<file path="src/rtl/serial_load_ctrl_pkg.sv">
// Shared types and constants for the two-requester serial load controller.
package serial_load_ctrl_pkg;

    localparam int WIDTH_DEF = 16;

    // Bit counter only has to reach WIDTH-1, so a width of one is enough for WIDTH <= 2.
    function automatic int cnt_width(input int width);
        return (width > 2) ? $clog2(width) : 1;
    endfunction

    localparam int CNT_W_DEF = cnt_width(WIDTH_DEF);

    typedef enum logic [1:0] {
        ST_IDLE    = 2'd0,
        ST_SHIFT   = 2'd1,
        ST_CAPTURE = 2'd2,
        ST_OUT     = 2'd3
    } state_t;

endpackage

</file>
<file path="src/rtl/serial_load_ctrl_rr_arb2.sv">
// Two-way round-robin arbiter: on a tie the requester not granted last wins.
module rr_arb2 (
    input  logic [1:0] req_i,
    input  logic       last_i,
    output logic       grant_o,
    output logic       valid_o
);

    always_comb begin
        valid_o = |req_i;
        if (req_i == 2'b11) begin
            grant_o = ~last_i;
        end else begin
            grant_o = req_i[1];
        end
    end

endmodule

</file>
<file path="src/rtl/serial_load_ctrl.sv">
// Serialises a WIDTH-bit load from one of two requesters into a shared shift
// register, then presents the captured word with a valid/ready handshake.
//
//   state      | meaning
//   -----------+-------------------------------------------------------
//   ST_IDLE    | waiting for a request; arbiter picks the grant
//   ST_SHIFT   | forwarding granted requester's bits into the shift reg
//   ST_CAPTURE | one cycle: latch shift register contents and source
//   ST_OUT     | word presented until the consumer accepts it
module serial_load_ctrl
    import serial_load_ctrl_pkg::*;
#(
    parameter int WIDTH = WIDTH_DEF
) (
    input  logic             clk,
    input  logic             reset,
    input  logic [1:0]       req_i,
    input  logic [1:0]       bit_i,
    input  logic [1:0]       bit_valid_i,
    output logic [1:0]       bit_ready_o,
    output logic             sr_en_o,
    output logic             sr_in_o,
    input  logic [WIDTH-1:0] sr_data_i,
    output logic [WIDTH-1:0] word_o,
    output logic             word_src_o,
    output logic             word_valid_o,
    input  logic             word_ready_i,
    output logic             busy_o
);

    localparam int CNT_W = cnt_width(WIDTH);

    state_t             state_q, state_d;
    logic [CNT_W-1:0]   cnt_q, cnt_d;
    logic               g_q, g_d;
    logic               last_q, last_d;
    logic [WIDTH-1:0]   word_q, word_d;
    logic               src_q, src_d;

    logic               arb_grant;
    logic               arb_valid;
    logic               bit_acc;
    logic               last_bit;
    logic               word_hs;

    rr_arb2 u_arb (
        .req_i   (req_i),
        .last_i  (last_q),
        .grant_o (arb_grant),
        .valid_o (arb_valid)
    );

    assign bit_acc  = (state_q == ST_SHIFT) && bit_valid_i[g_q];
    assign last_bit = (cnt_q == CNT_W'(WIDTH - 1));
    assign word_hs  = (state_q == ST_OUT) && word_ready_i;

    always_ff @(posedge clk) begin
        if (reset) begin
            state_q <= ST_IDLE;
        end else begin
            state_q <= state_d;
        end
    end

    always_comb begin
        state_d = state_q;
        unique case (state_q)
            ST_IDLE:    if (arb_valid) state_d = ST_SHIFT;
            ST_SHIFT:   if (bit_acc && last_bit) state_d = ST_CAPTURE;
            ST_CAPTURE: state_d = ST_OUT;
            ST_OUT:     if (word_ready_i) state_d = ST_IDLE;
            default:    state_d = ST_IDLE;
        endcase
    end

    always_comb begin
        bit_ready_o  = 2'b00;
        sr_en_o      = 1'b0;
        sr_in_o      = 1'b0;
        word_valid_o = (state_q == ST_OUT);
        busy_o       = (state_q != ST_IDLE);
        if (state_q == ST_SHIFT) begin
            bit_ready_o[g_q] = 1'b1;
            sr_en_o          = bit_valid_i[g_q];
            sr_in_o          = bit_i[g_q];
        end
    end

    always_comb begin
        cnt_d  = cnt_q;
        g_d    = g_q;
        last_d = last_q;
        word_d = word_q;
        src_d  = src_q;
        if (bit_acc) begin
            cnt_d = last_bit ? '0 : cnt_q + CNT_W'(1);
        end
        if ((state_q == ST_IDLE) && arb_valid) begin
            g_d = arb_grant;
        end
        if (state_q == ST_CAPTURE) begin
            word_d = sr_data_i;
            src_d  = g_q;
        end
        // Fairness pointer moves only once the word has actually been taken.
        if (word_hs) begin
            last_d = g_q;
        end
    end

    always_ff @(posedge clk) begin
        if (reset) begin
            cnt_q  <= '0;
            g_q    <= 1'b0;
            last_q <= 1'b1;
            word_q <= '0;
            src_q  <= 1'b0;
        end else begin
            cnt_q  <= cnt_d;
            g_q    <= g_d;
            last_q <= last_d;
            word_q <= word_d;
            src_q  <= src_d;
        end
    end

    assign word_o     = word_q;
    assign word_src_o = src_q;

endmodule
</file>
<file path="config.mk">
export PLATFORM = sky130hd
export DESIGN_NAME = serial_load_ctrl
export DESIGN_NICKNAME = d
export VERILOG_FILES = /design/src/rtl/serial_load_ctrl_pkg.sv /design/src/rtl/serial_load_ctrl_rr_arb2.sv /design/src/rtl/serial_load_ctrl.sv
export SDC_FILE = /design/constraint.sdc
export NUM_CORES = 1
export LEC_CHECK = 0
export ABC_AREA = 1
export CAP_MARGIN = 20
export CORE_MARGIN = 10
export CORE_UTILIZATION = 40
export DETAILED_ROUTE_END_ITERATION = 10
export HOLD_SLACK_MARGIN = 0.1
export PLACE_DENSITY = 0.75
export SKIP_LAST_GASP = 1
export SLEW_MARGIN = 20
export SYNTH_ARGS = -nofsm -noshare
export SYNTH_HDL_FRONTEND = slang
export SYNTH_HIERARCHICAL = 1
export SYNTH_SLANG_ARGS = --single-unit
</file>
<file path="constraint.sdc">
create_clock -name clk -period 1.54 [get_ports clk]
set_input_delay 0.231 -clock clk [delete_from_list [all_inputs] [get_ports clk]]
set_output_delay 0.231 -clock clk [all_outputs]
set_load 0.05 [all_outputs]
</file>
Yosys cells after proc, flatten, opt, wreduce, memory -nomap -nowiden:

Cells that the tools add are included.
W data, S select, Z words.

* multiplexer cells: 15
* magnitude comparators: 2
* reduce and logical (&&, ||, !) cells: 9
* add/subtract/negate cells: 1
* equal/unequal tests: 8
* bitwise gates (word level): 1

Operator list (number)
* $mux W1: 8
* $mux W2: 4
* $pmux W2 S4: 1
* $eq A2 B2 Y1 const B: 3
* $logic_and A1 B1 Y1: 5
* $add A4 B1 Y4 const B: 1
* $eq A4 B4 Y1 const B: 1
* $mux W4: 1
* $ne A2 B1 Y1 const B: 2
* $reduce_and A3 Y1: 1
* $eq A2 B1 Y1 const B: 1
* $logic_not A2 Y1: 1
* $lt A1 B2 Y1 const B: 1
* $ne A2 B2 Y1 const B: 1
* $reduce_bool A2 Y1: 1
* $reduce_or A2 Y1: 1
* $demux W1 S1: 1
* $ge A1 B1 Y1 const B: 1
* $not A1 Y1: 1

* bits of input ports: 25
* register bits: 25
* word-level logic and storage cells: 42
* output and inout port bits: 23

Depth between registers and ports, before layout:

Gate-level depths: netlist (run 1).

* word-level depth: 6
* depth in mapped cells: 9
* depth with buffers taken out: 9

By module:

The synthesis (run 1) kept the hierarchy.

By module, submodules not included
* serial_load_ctrl: seq. area each 500.5 sq um, cells an instance 145, area an instance 1092.3 sq um, instances 1
* rr_arb2: seq. area each 0.0 sq um, cells an instance 3, area an instance 15.0 sq um, instances 1

Worst setup path after synthesis (run 1):

OpenSTA, ideal clock, no wires.

* path type: register -> output
* start point: register state_q[1]
* end point: output sr_in_o
* data arrival time: 1942 ps
* data required time: 1309 ps
* path buffers: 0
* stages on the path, launching flop included: 6
* setup slack: -633 ps
* cell sequence: dfxtp_1 -> inv_1 -> ha_1 -> inv_1 -> nor2_1 -> a22o_1

* word-level cells in the longest chain between the ends: 2

RTL lines
* start: declaration: RTL line serial_load_ctrl.sv:33 `state_t state_q, state_d;`
* start signal: assignment: RTL line serial_load_ctrl.sv:61 `state_q <= state_d;`
* $eq A2 B1 Y1: RTL line serial_load_ctrl.sv:82 `if (state_q == ST_SHIFT) begin`
* $mux W1: RTL line serial_load_ctrl.sv:82
* end: declaration: RTL line serial_load_ctrl.sv:22 `output logic sr_in_o,`

No other way between the ends.

Final worst setup path (run 1):

Ends and elaborated chain as after synthesis.

==> run_results.csv, run 1 <==
group,metric,value,unit
grt,grt_max_degree,19,
worst_setup_path,cp_cell_sequence,"inv_2 > ha_4 > nand2_4 > clkinvlp_4 > a22o_4 > buf_8",
placed_design,port-buffer-count,47,
worst_setup_path,max_stage_delay,0.37,ns
sta,setup_ws,-0.1486,ns
finish,antennaDiodeCount,0,
finish,final_nets,240,
power,ir_drop,1.769,mV
clocking,clock_path_buffers,2,
power,p_per_area,2028,mW/mm^2
yosys,synth_nets,179,
min_path,hold_class,"input port to flip-flop",
worst_setup_path,worstPathRequired,1.31,ns
power,leakagePower,0.8460,nW
yosys,synth.cell_area,0.001107,mm^2
clocking,cts-root-buf,"clkbuf_4",
detailed_routing,antenna_left,0,
detailed_routing,vias,1168,
power,total_power,3.781,mW
detailed_routing,drcViolationCount,0,
detailed_routing,totalWireLength,3.408,mm
grt,grt_pass1_wl,5.340,mm
min_path,hold_depth,3,
worst_setup_path,path_max_fanout,3,
placed_design,gp_congestion,0.8923,
yosys,syn-instance-count,148,
finish,final_common_cell,"nor2_1",
finish,multi_input_area,620.6,um^2
finish,final_cell_mix,"nor2_1, buf_4, clkdlybuf4s50_1",
sta,fin_skew,0.004897,ns
grt,overflow,0,
run,cap_violations,0,
outcome,outcome,"finished, violations left",
worst_setup_path,arrival,1.46,ns
floorplan,die_w,72.62,um
detailed_routing,drt-initial-drc-count,56,
worst_setup_path,ff2ff_path_depth,12,
worst_setup_path,cp-end-kind,"output port",
floorplan,row_count,19,
floorplan,ios,48,
yosys,avgSynthCellArea,7.482,um^2
finish,drive_above_1_share,0.3173,
worst_setup_path,startpoint_type,"flip-flop",
detailed_routing,dr.pass1.iters,4,
grt,antenna_found_initial,0,
sta,finalSetupViolations,3,
placed_design,place_hpwl,2.532,mm
worst_setup_path,slowest_stage,"dfxtp_2",
grt,grtUsageTotal,0.1211,
detailed_routing,viasPerCell,4.887,
detailed_routing,avgRoutedWirePerCell,14.26,um
yosys,netlist-cell-type-count,21,
clocking,ctsHoldBuffers,0,
sta,slew_headroom,0.6949,
sta,min_period,1.689,ns
sta,finalHoldViolations,0,
finish,post-route-util,0.6879,
floorplan,die_h,72.62,um
worst_setup_path,critical_path_class,"flip-flop to output port",
clocking,path_clk_slew,0.14,ns
sta,finalCritPeriodShare,1.096,
clocking,h-tree-depth,1,
clocking,clock-sinks,25,
sta,max_clock_freq,592.2,MHz
yosys,yosysSeqAreaShare,0.4520,
grt,grt_pass1_vias,1214,
floorplan,core-area,0.002710,mm^2
sta,slew_violations,0,
clocking,insertion_delay,0.32,ns
finish,syn2layout_area_growth,68.36,%
clocking,tritoncts,"done",
finish,register_area,506.7,um^2
placed_design,dp_slack,0.04949,ns
floorplan,start_util,0.4086,
sta,rsz0062_at_grt,"yes",
finish,num-fill-cells,224,
floorplan,dieArea,0.005273,mm^2
outcome,violations,"negative setup slack",
sta,tightest_slew,0.4571,ns
yosys,yosys_warnings,6,
clocking,cts_buffers,3,
yosys,synth-seq-cells,25,
[where the power goes]
group | switching, mW | total (mW) | internal (mW)
clock network | 0.201 | 0.300 | 0.0991
registers | 0.143 | 0.996 | 0.854
logic | 1.50 | 2.48 | 0.983
total | 1.85 | 3.78 | 1.94
[routing by layer]
metal | GRT usage | part of all wire | vias to the layer above
li1 | - | - | 593
met1 | 0.1313 | 0.41 | 535
met2 | 0.2062 | 0.48 | 38
met3 | 0.05714 | 0.10 | 2
met4 | 0.03165 | 0.0067 | 0
met5 | 0 | 0 | -
[synthesized netlist by cell type]
library cell   n  area, um^2
o22ai_1        1       6.260
nor2_1        39       146.4
clkbuf_1       2       7.510
or2_1          1       6.260
inv_2          1       3.750
clkbuf_2       1       5.000
a21oi_1        9       45.04
inv_1         13       48.80
dfxtp_1       25       500.5
nor2_2         2       12.51
nor3_2         1       10.01
nand2_4        1       11.26
a22o_1         1       8.760
nand3_1        4       20.02
and3_2         1       7.510
nand3_2        2       20.02
nand2_2        1       6.260
nand2_1       15       56.30
o21ai_0       20       100.1
buf_2          2       10.01
ha_1           6       75.07
[flip-flops by register name (all words and copies together), names as in the netlist]
name	count
cnt_q	4
g_q	1
last_q	1
state_q	2
word_o	16
word_src_o	1
[logic make-up (layout without fill, tap and decap cells)]
| kind of cell | count (synthesis) | count (layout) | synth area share |
|---|---|---|---|
| AO/OA/AOI/OAI | 31 | 31 | 0.1446 |
| buffers and inverters | 19 | 79 | 0.06779 |
| adder cells (fa/ha/maj) | 6 | 6 | 0.06779 |
| flip-flops | 25 | 25 | 0.4520 |
| AND/OR/NAND/NOR | 67 | 67 | 0.2678 |
[area by class of cell]
cell class                      count  share of cell area
Multi-Input combinational cell    104              0.3329
Timing Repair Buffer               61              0.3282
Sequential cell                    25              0.2718
Inverter                           14             0.03020
Tap cell                           31             0.02081
Clock buffer                        3             0.01208
Clock inverter                      1            0.004027
[metrics by stage]
stage	instances	hold slack, ns	instance area, um^2	setup TNS [ns]
after floorplan	148	0.3001	1144	0
after global placement	224	0.4602	1658	0
after detailed placement	224	0.4790	1658	0
after CTS	237	0.4598	1784	-0.3444
after global routing	239	0.4551	1864	-0.5652
final	239	0.4787	1864	-0.3163
[critical path, delay by kind of cell (launching register included)]
kind            cells  cell delay (ns)
compound gates      1             0.25
fa+ha+maj           1             0.17
buf+inv             3             0.27
simple gates        1             0.07
flops               1             0.37
[what timing repair did]
action | in CTS | in global routing
pin swaps | 2 | 2
gates resized for setup | 10 | 12
setup buffers | 9 | 3
cloned | 0 | 0
setup endpoints to repair | 5 | 10
[worst paths after layout]
kind	start	end	slack [ns]
setup / recovery	state_q[1]$_SDFFE_PP0P_	sr_in_o	-0.15
hold / removal	sr_data_i[9]	word_o[9]$_SDFFE_PP0P_	0.48
setup reg to reg	state_q[1]$_SDFFE_PP0P_	state_q[1]$_SDFFE_PP0P_	0.04
hold reg to reg	cnt_q[2]$_SDFFE_PP0P_	cnt_q[2]$_SDFFE_PP0P_	0.52
Note: power is estimated with default switching activity, not from simulation.
==> run 2, diff against run 1 <==
--- a/config.mk
+++ b/config.mk
@@ -10,7 +10,6 @@
 export CORE_MARGIN = 10
 export CORE_UTILIZATION = 40
 export DETAILED_ROUTE_END_ITERATION = 10
-export HOLD_SLACK_MARGIN = 0.1
 export PLACE_DENSITY = 0.75
 export SKIP_LAST_GASP = 1
 export SLEW_MARGIN = 20
==> constraint.sdc (replaced) <==
create_clock -name clk -period 2.1 [get_ports clk]
set_input_delay 0.315 -clock clk [delete_from_list [all_inputs] [get_ports clk]]
set_output_delay 0.315 -clock clk [all_outputs]
set_load 0.05 [all_outputs]
==> run 2 against run 1 <==
  * The run now ends clean
  * Non-clock buffer count is 14 lower
  * Worst hold slack improved by 0.015 ns
  * Largest power group unchanged
  * Sequential power fell by 29%
  * Register-to-register slack improved by 0.33 ns
  * Cell area decreased by 12%
  * Critical path depth did not move
  * Power decreased by 38%
  * Flip-flop and latch count did not move
  * Clock-buffer cell count rose by 1
==> run_results.csv, run 2 (synthesized netlist as in run 1, its figures left out) <==
group,metric,value,unit
placed_design,dp_slack,0.3996,ns
floorplan,core-area,0.002710,mm^2
finish,drive_above_1_share,0.09794,
sta,finalCritPeriodShare,0.9360,
grt,grt.met3_usage,0.06531,
worst_setup_path,arrival,1.65,ns
clocking,path_clk_slew,0.13,ns
sta,max_clock_freq,508.7,MHz
clocking,cts-root-buf,"clkbuf_4",
clocking,h-tree-depth,1,
worst_setup_path,critical_path_class,"flip-flop to output port",
floorplan,start_util,0.4086,
floorplan,die_h,72.62,um
worst_setup_path,reg2reg_to,"word_o[10]$_SDFFE_PP0P_",
power,p_comb_frac,0.612,
finish,largest_reg_flops,16,
worst_setup_path,worstSetupEndpoint,"sr_in_o",
sta,fin_skew,0.005659,ns
clocking,clock-sinks,25,
worst_setup_path,startpoint_type,"flip-flop",
sta,finalSetupViolations,0,
detailed_routing,vias,1064,
grt,antenna_found_initial,0,
floorplan,die_w,72.62,um
power,p_sw,1.180,mW
floorplan,ios,48,
sta,slew_headroom,0.6280,
power,p_per_area,1435,mW/mm^2
power,pwr-share-seq,0.300,
detailed_routing,antenna_left,0,
power,pwr-share-clk,0.089,
clocking,insertion_delay,0.31,ns
grt,grt-busiest-layer,"met2",
grt,overflow,0,
placed_design,port-buffer-count,47,
sta,setup_ws,0.1343,ns
finish,final_common_cell,"clkdlybuf4s50_1",
clocking,ctsHoldBuffers,0,
grt,grt_pass1_wl,4.947,mm
placed_design,place_area,0.001619,mm^2
detailed_routing,totalWireLength,3.001,mm
worst_setup_path,regToRegStartpoint,"state_q[0]$_SDFFE_PP0P_",
detailed_routing,dr.pass1.iters,4,
power,p_int,1.180,mW
sta,tightest_slew,0.5580,ns
sta,finalHoldViolations,0,
grt,grt_pass1_vias,1081,
grt,grt_max_degree,23,
finish,antennaDiodeCount,0,
power,p_sw_frac,0.5001,
min_path,hold_class,"flip-flop to flip-flop",
min_path,holdCritStartpoint,"last_q$_SDFFE_PP1P_",
clocking,cts_buffers,3,
sta,rsz0062_at_grt,"no",
sta,fin_tns_setup,0,ns
detailed_routing,avgRoutedWirePerCell,13.34,um
detailed_routing,viasPerCell,4.729,
finish,final_cell_mix,"clkdlybuf4s50_1, nor2_1, dfxtp_1",
grt,met2_usage,0.1936,
clocking,postCtsSetupBuffers,0,
finish,syn2layout_area_growth,48.59,%
worst_setup_path,crit_start,"state_q[1]$_SDFFE_PP0P_",
finish,final_nets,226,
detailed_routing,drcViolationCount,0,
power,leakagePower,0.7023,nW
outcome,outcome,"complete, no violations",
placed_design,gp_congestion,0.8176,
worst_setup_path,path_max_fanout,5,
worst_setup_path,worstPathRequired,1.78,ns
placed_design,place_hpwl,2.421,mm
run,cap_violations,0,
grt,met1_usage,0.1244,
worst_setup_path,r2r_slack,0.37,ns
detailed_routing,drt-initial-drc-count,31,
sta,slew_violations,0,
clocking,clock_path_buffers,2,
power,ir_drop,0.9866,mV
grt,grtUsageTotal,0.1134,
clocking,tritoncts,"done",
finish,final_area,0.001645,mm^2
floorplan,dieArea,0.005273,mm^2
sta,min_period,1.966,ns
floorplan,row_count,19,
clocking,cts_resized,0,
worst_setup_path,cp-end-kind,"output port",
worst_setup_path,ff2ff_path_depth,5,
power,total_power,2.360,mW
## run 2: worst max-delay path, stage by stage, from the launching register on
cell     delay, ns
dfxtp_1       0.36
inv_1         0.11
ha_1          0.28
inv_1         0.10
nor2_2        0.16
a22o_1        0.20
buf_12        0.14
## run 2: metrics by stage
step,std cells,hold WS [ns],util
floorplan,148,0.3841,-
global placement,221,0.4606,0.5974
detailed placement,221,0.4618,0.5974
CTS,225,0.4947,0.6071
global route,225,0.5226,0.6071
finish,225,0.4938,0.6071
## run 2: area by class of cell
type                       instances  area (um^2)
inverter                          14        52.55
timing repair buffer              47        493.0
multi-input combinational        104        534.3
tap                               31        38.79
fill                             248         1065
clock buffer                       4        26.28
sequential                        25        500.5
## run 2: worst min path at each step
stage | endpoint | depth (start not counted)
2_1_floorplan | cnt_q[1]$_SDFFE_PP0P_ | 1
3_3_place_gp | last_q$_SDFFE_PP1P_ | 2
3_5_place_dp | last_q$_SDFFE_PP1P_ | 2
4_1_cts | last_q$_SDFFE_PP1P_ | 2
5_1_grt | last_q$_SDFFE_PP1P_ | 2
6_report | last_q$_SDFFE_PP1P_ | 2
## run 2: power groups by stage
stage / clock (mW) / combinational [mW] / sequential [mW]
6_report: 0.209 / 1.44 / 0.707
5_1_grt: 0.244 / 1.56 / 0.730
4_1_cts: 0.218 / 1.46 / 0.708
3_5_place_dp: 0 / 1.45 / 0.717
3_3_place_gp: 0 / 1.43 / 0.711
2_1_floorplan: 0 / 0.599 / 1.07
## run 2: per-layer routing
metal  vias to the layer above  share of wire  routed length, um
met5                         -              0                  0
met2                        30           0.48               1435
met1                       469           0.42               1269
li1                        565              -                  -
met4                         0              0                  0
met3                         0          0.099                296
==> run 3, diff against run 2 <==
--- a/config.mk
+++ b/config.mk
@@ -9,6 +9,7 @@
 export CAP_MARGIN = 20
 export CORE_MARGIN = 10
 export CORE_UTILIZATION = 40
+export CTS_CLUSTER_DIAMETER = 120
 export DETAILED_ROUTE_END_ITERATION = 10
 export PLACE_DENSITY = 0.75
 export SKIP_LAST_GASP = 1
==> results of run 3 <==
The final DEF is identical to that of run 2; final timing and power are the same.
